`config.mk`:
```
export PLATFORM = sky130hd
export DESIGN_NAME = reg_write_scoreboard
export DESIGN_NICKNAME = d
export VERILOG_FILES = /design/src/rtl/reg_write_scoreboard.sv
export SDC_FILE = /design/constraint.sdc
export NUM_CORES = 1
export LEC_CHECK = 0
export CAP_MARGIN = 25
export CORE_ASPECT_RATIO = 0.5
export CORE_UTILIZATION = 30
export CTS_CLUSTER_DIAMETER = 100
export CTS_CLUSTER_SIZE = 30
export DETAILED_ROUTE_END_ITERATION = 7
export PLACE_DENSITY = 0.67
export SKIP_CTS_REPAIR_TIMING = 1
export SLEW_MARGIN = 10
export SYNTH_ARGS = -nofsm -noshare
export SYNTH_HDL_FRONTEND = slang
export SYNTH_SLANG_ARGS = --single-unit
```
`constraint.sdc`:
```
create_clock -name clk -period 3.45 [get_ports clk]
set_input_delay 0.8625 -clock clk [delete_from_list [all_inputs] [get_ports clk]]
set_output_delay 0.8625 -clock clk [all_outputs]
set_load 0.02 [all_outputs]
```
`src/rtl/reg_write_scoreboard.sv`:
```
// Write-back decoder plus busy scoreboard. It produces a registered one-hot register-file write
// enable, tracks pending writes and flags read hazards. Optional macro: REG_ZERO_HARDWIRED_EN.
module reg_write_scoreboard #(
  parameter int ADDR_W   = 4,
  parameter int NUM_REGS = 16
) (
  input  logic                clk,
  input  logic                reset,
  input  logic                issue_valid,
  input  logic [ADDR_W-1:0]   issue_addr,
  input  logic                wb_valid,
  input  logic [ADDR_W-1:0]   wb_addr,
  input  logic                flush,
  input  logic [ADDR_W-1:0]   rd_addr_a,
  input  logic [ADDR_W-1:0]   rd_addr_b,
  output logic [NUM_REGS-1:0] wr_en,
  output logic [NUM_REGS-1:0] busy_mask,
  output logic                stall,
  output logic                addr_err
);

  localparam logic [ADDR_W:0] NUM_REGS_L = (ADDR_W + 1)'(NUM_REGS);

  logic [NUM_REGS-1:0] wr_en_q, wr_en_d;
  logic [NUM_REGS-1:0] busy_q, busy_d;
  logic                addr_err_q, addr_err_d;

  logic wb_in_range, iss_in_range;
  logic wb_zero, iss_zero;
  logic wb_ok, iss_ok, err_now;
  logic [NUM_REGS-1:0] wb_onehot, iss_onehot;
  logic stall_a, stall_b;

  assign wb_in_range  = {1'b0, wb_addr}    < NUM_REGS_L;
  assign iss_in_range = {1'b0, issue_addr} < NUM_REGS_L;

`ifdef REG_ZERO_HARDWIRED_EN
  // Register 0 reads as constant zero, so accesses to it are dropped without raising an error.
  assign wb_zero  = (wb_addr == '0);
  assign iss_zero = (issue_addr == '0);
`else
  assign wb_zero  = 1'b0;
  assign iss_zero = 1'b0;
`endif

  assign wb_ok   = wb_valid    & wb_in_range  & ~wb_zero;
  assign iss_ok  = issue_valid & iss_in_range & ~iss_zero;
  assign err_now = (wb_valid & ~wb_in_range) | (issue_valid & ~iss_in_range);

  // Out-of-range read addresses never match a bit here, so they never stall.
  always_comb begin
    // NOTE: every always_comb output gets a default first so that no path infers a latch.
    wb_onehot  = '0;
    iss_onehot = '0;
    stall_a    = 1'b0;
    stall_b    = 1'b0;
    for (int i = 0; i < NUM_REGS; i++) begin
      wb_onehot[i]  = wb_ok  && (wb_addr    == ADDR_W'(i));
      iss_onehot[i] = iss_ok && (issue_addr == ADDR_W'(i));
      stall_a       = stall_a | (busy_q[i] && (rd_addr_a == ADDR_W'(i)));
      stall_b       = stall_b | (busy_q[i] && (rd_addr_b == ADDR_W'(i)));
    end
  end

  // A write-back clears its bit before the issue sets one, so a new producer to the same register wins.
  always_comb begin
    wr_en_d    = wb_onehot;
    busy_d     = flush ? '0 : ((busy_q & ~wb_onehot) | iss_onehot);
    addr_err_d = addr_err_q | err_now;
  end

  // NOTE: state registers use non-blocking assignments, so every register samples pre-edge values.
  always_ff @(posedge clk or posedge reset) begin
    if (reset) begin
      wr_en_q    <= '0;
      busy_q     <= '0;
      addr_err_q <= 1'b0;
    end else begin
      wr_en_q    <= wr_en_d;
      busy_q     <= busy_d;
      addr_err_q <= addr_err_d;
    end
  end

  assign wr_en     = wr_en_q;
  assign busy_mask = busy_q;
  assign addr_err  = addr_err_q;
  assign stall     = stall_a | stall_b;

endmodule

```
# After elaboration in Yosys (flattened, before gate mapping)
# Cells that the tools add are included.
[word_totals]
regBits = 32
input_bits = 21
out_inout_bits = 34
elab_cells = 165
[classes]
n_eq_ne = 60
n_mux = 1
bitwise_logic = 34
reduce_logical = 68
[ops]
columns = ["cell", "count"]
rows = [
  ["4-bit == test, second input constant", 32],
  ["4-bit by 3-bit == test with 1-bit output, second input constant", 16],
  ["1-bit logical AND", 64],
  ["4-bit by 2-bit == test with 1-bit output, second input constant", 8],
  ["1-bit OR", 31],
  ["16-bit bitwise AND", 1],
  ["4-bit by 1-bit == test with 1-bit output, second input constant", 4],
  ["4-bit logical NOT", 4],
  ["16-bit two-way mux", 1],
  ["16-bit inverter", 1],
  ["16-bit OR", 1],
]

# Longest topological paths before layout
[depth]
ltp_word = 18
mapped_depth = 5

# Worst setup path after synthesis
# No wires, ideal clock.
[synth_path]
kind = "input to output"
startpoint = "input rd_addr_a[2]"
endpoint = "output stall"
arrival_time_ns = 1.817
t_required_ns = 2.588
slack_ns = 0.770
cell_stages = 5
path_buffers = 1
path_cell_list = "buf_6 > mux2i_1 > nor4b_1 > a2111oi_0 > nand4_1"
[synth_between]
elab_chain_len = 18
elab_cells_between_ends = 48
[synth_lines]
columns = ["element", "line_no", "rtl"]
rows = [
  ["start: declaration", "14", "input logic [ADDR_W-1:0] rd_addr_a,"],
  ["4-bit by 1-bit == test with 1-bit output / 4-bit logical NOT (equally long branches)", "60", "stall_a = stall_a | (busy_q[i] && (rd_addr_a == ADDR_W'(i)));"],
  ["1-bit logical AND", "60", ""],
  ["1-bit OR (14 in a row)", "60", ""],
  ["1-bit OR (*)", "60", ""],
  ["1-bit OR (*)", "88", "assign stall = stall_a | stall_b;"],
  ["end: declaration", "18", "output logic stall,"],
]
# Mark *: on every way between the ends. The rest lies on a longest branch, timed or not.

# Final worst setup path
# Same ends and word-level chain as after synthesis.

==> impl_results.rst <==
.. list-table::
   :header-rows: 1

   * - Metric
     - Value
   * - Floorplan die height
     - roughly 54 µm
   * - CTS sink cnt
     - 32
   * - Fraction of synthesis flops using an asynchronous set or reset pin
     - 1.000
   * - CTS H-tree lvls
     - 2
   * - Via count
     - 1453
   * - Clk slew on worst S/H paths
     - approximately 0.06 ns
   * - Critical Setup Path Class
     - in -> out
   * - Starting Density
     - 0.3181
   * - Count of standard-cell rows
     - 18
   * - Post-Syn Area
     - ~1600 µm²
   * - Standard cell with the maximum stage delay on the critical path
     - clkdlybuf4s50_1
   * - Detailed-router iteration count before antenna repair
     - 4
   * - Most frequently used flop master after synthesis
     - dfrtp_1
   * - Antenna violations before repair
     - 0
   * - Minimum period implied by the final worst setup slack
     - approximately 3.4 ns
   * - Total of buffers placed on input and output ports
     - 53
   * - DRC Markers
     - 0
   * - Yosys Warn Count
     - 0
   * - Number of design-rule violations left by the first detailed-router iteration
     - just over 70
   * - Leak Pwr
     - approximately 0.97 nW
   * - Syn nets
     - about 190
   * - Diode insertion count for antenna repair
     - 0
   * - DR vias/cell
     - about 4.9
   * - Maximum achievable frequency
     - just under 300 MHz
   * - CP max stage delay
     - approximately 0.6 ns
   * - Final worst-path cycle share
     - 0.9944
   * - Utilization after layout
     - 0.4644
   * - Antenna Violating Nets Remaining
     - 0
   * - Endpoint class of the critical path
     - output pin
   * - Final setup skew
     - 0 ns
   * - Clock latency of the later-clocked register in the worst-skew pair
     - 0.28 ns
   * - Worst Path Arrival
     - 2.57 ns
   * - Commonest cells after routing, fill and taps aside
     - clkdlybuf4s50_1 (51), dfrtp_1 (32), nand2_1 (16), a21oi_1 (16)
   * - Fraction of layout instances using a drive strength above 1
     - 0.07930
   * - Worst path bufs/invs
     - 2
   * - Number of global-route vias before repair
     - between 1000 and 1500
   * - Detail-routed net length per standard cell
     - 14.63 µm
   * - Global placement routability congestion
     - approximately 0.8
   * - Maximum net fanout on the critical path
     - 5
   * - Hold Slack
     - about 0.61 ns
   * - Most frequent standard cell in the layout excluding fill and tap cells
     - clkdlybuf4s50_1
   * - Worst Setup Start Kind
     - input port
   * - Longest Clk Path Bufs
     - 2
   * - Final Hold Violating Endpoints
     - 0
   * - Number of I/O pins
     - between 50 and 60
   * - WP data required
     - 2.59 ns
   * - Worst min-delay path category
     - reg -> reg
   * - Chip width
     - between 100 and 150 µm
   * - Dominant delay contributor by cell family on the critical path
     - buffers and inverters
   * - Number of violations of the max-capacitance limit
     - 0
   * - Post-layout nets
     - between 200 and 250
   * - Hpwl dp
     - between 3000 and 4000 µm
   * - Number of fillers in the final layout
     - between 400 and 500
   * - Number of setup violations in the final report
     - 0
   * - Leftover overflow at the end of global routing
     - 0
   * - Pin count of the biggest net entering global routing
     - 33
   * - Portion of the post-synthesis area used by sequential elements
     - 0.5012
   * - PwrDens
     - between 300 and 400 nW/µm²
   * - Post-synthesis instance total
     - 165
   * - Maximum VDD drop
     - between 0.0001 and 0.00015 V
   * - Largest area contributor in the synthesized netlist
     - dfrtp_1
   * - Synth Register Bits
     - 32
   * - All-Layer GR Usage
     - 0.1630
   * - Area Overhead vs Synth
     - 45.97%
   * - Ordered list of cells on the worst path
     - clkdlybuf4s50_1 > mux2i_1 > o21ai_0 > a2111oi_1 > nand4_1 > dlymetal6s2s_1
   * - Area share of the leading cell type in the synthesized netlist
     - 0.5012
   * - Die footprint
     - ~5600 µm²
   * - Mean instance size in the synthesized netlist
     - 9.684 µm²
   * - Clock buffers created by TritonCTS
     - 5
   * - First-pass GRT wire length
     - 6906 µm
   * - Wire length after detailed routing
     - between 4000 and 5000 µm
   * - Post-synthesis cell type count
     - 34
   * - Cell types occupying the most area after synthesis
     - dfrtp_1 (50%), mux2i_1 (8.8%), a21oi_1 (5.0%)
   * - Root buffer cell
     - clkbuf_8
   * - Register-to-register path setup slack
     - 2.67 ns
   * - Rel. slew slack
     - 0.6165
   * - Clock tree from TritonCTS
     - done
   * - Transition time at the pin with the least slew margin
     - 0.5734 ns
   * - EDFF count, synth
     - 0
   * - Floorplan Core Area
     - 5022 µm²
   * - Result of the run
     - completed
   * - Number of pins exceeding their max-slew limit in the final report
     - 0
logic make-up (layout without fill, tap and decap cells):
kind of cell	count (synthesis)	after routing	synth area share
flip-flops	32	32	0.5012
buffers and inverters	12	74	0.04385
AND/OR/NAND/NOR	69	69	0.2388
other	1	1	0.002347
multiplexers	14	14	0.08770
AO/OA/AOI/OAI	37	37	0.1261
stage by stage:
stage                     std cells  total power, mW  area, µm²  setup TNS (ns)  setup WS (ns)
after floorplan                 165           0.4532       1598               0         0.7702
after global placement          289           0.5158       2236         -0.2125        -0.2125
final                           297           0.7981       2332               0        0.01941
after detailed placement        289           0.5174       2236         -0.2964        -0.2964
after CTS                       297           0.8044       2326         -0.2890        -0.2890
after global routing            297           0.8372       2332        -0.03701       -0.03701
power by group:
part / switching (mW) / internal, mW / leakage [nW]
combinational: 0.0651 / 0.0570 / 0.483
sequential: 0.00600 / 0.382 / 0.443
clock: 0.125 / 0.162 / 0.0455
layer usage:
metal,up-vias,track usage,routed length [µm]
li1,704,-,-
met1,718,0.2050,1971
met2,28,0.2785,2210
met3,3,0.03632,135
met4,0,0.07277,27
met5,-,0,0
final cells by class:
| class | instances | area (µm²) | share of cell area |
|---|---|---|---|
| well taps | 70 | 87.58 | 0.03755 |
| inverters | 2 | 7.507 | 0.003219 |
| repair buffers | 64 | 618.1 | 0.2650 |
| clock buffers | 8 | 90.09 | 0.03863 |
| flip-flops and latches | 32 | 800.8 | 0.3433 |
| multi-input cells | 121 | 728.2 | 0.3122 |
synthesized netlist by cell type, drive strengths merged, types with 2 or more instances:
library cell  count
nand3             6
nand2            16
buf               9
nor3              4
nor4b             3
o21ai            15
nand2b            6
inv               2
nand3b            7
nor4              2
a21oi            16
nor3b             2
nor2b             4
dfrtp            32
nor2             14
mux2i            14
worst min-delay path, cell delays in order (launching register included):
cell,delay (ns)
dfrtp_1,0.41
o21ai_0,0.09
a21oi_1,0.07
sequential cells by signal, summed over array words and instances, names as in the netlist:
| name | flops |
|---|---|
| wr_en | 16 |
| busy_mask | 16 |
worst paths after layout:
kind                              start            end  depth (start not counted)
hold / removal             busy_mask[5]   busy_mask[5]                          2
hold reg to reg            busy_mask[5]   busy_mask[5]                          2
min in group asynchronous         reset      wr_en[13]                          3
setup reg to reg           busy_mask[6]   busy_mask[6]                          2
setup / recovery           rd_addr_a[2]          stall                          6
max in group asynchronous         reset  busy_mask[11]                          3
Note: power is estimated with default switching activity, not from simulation.
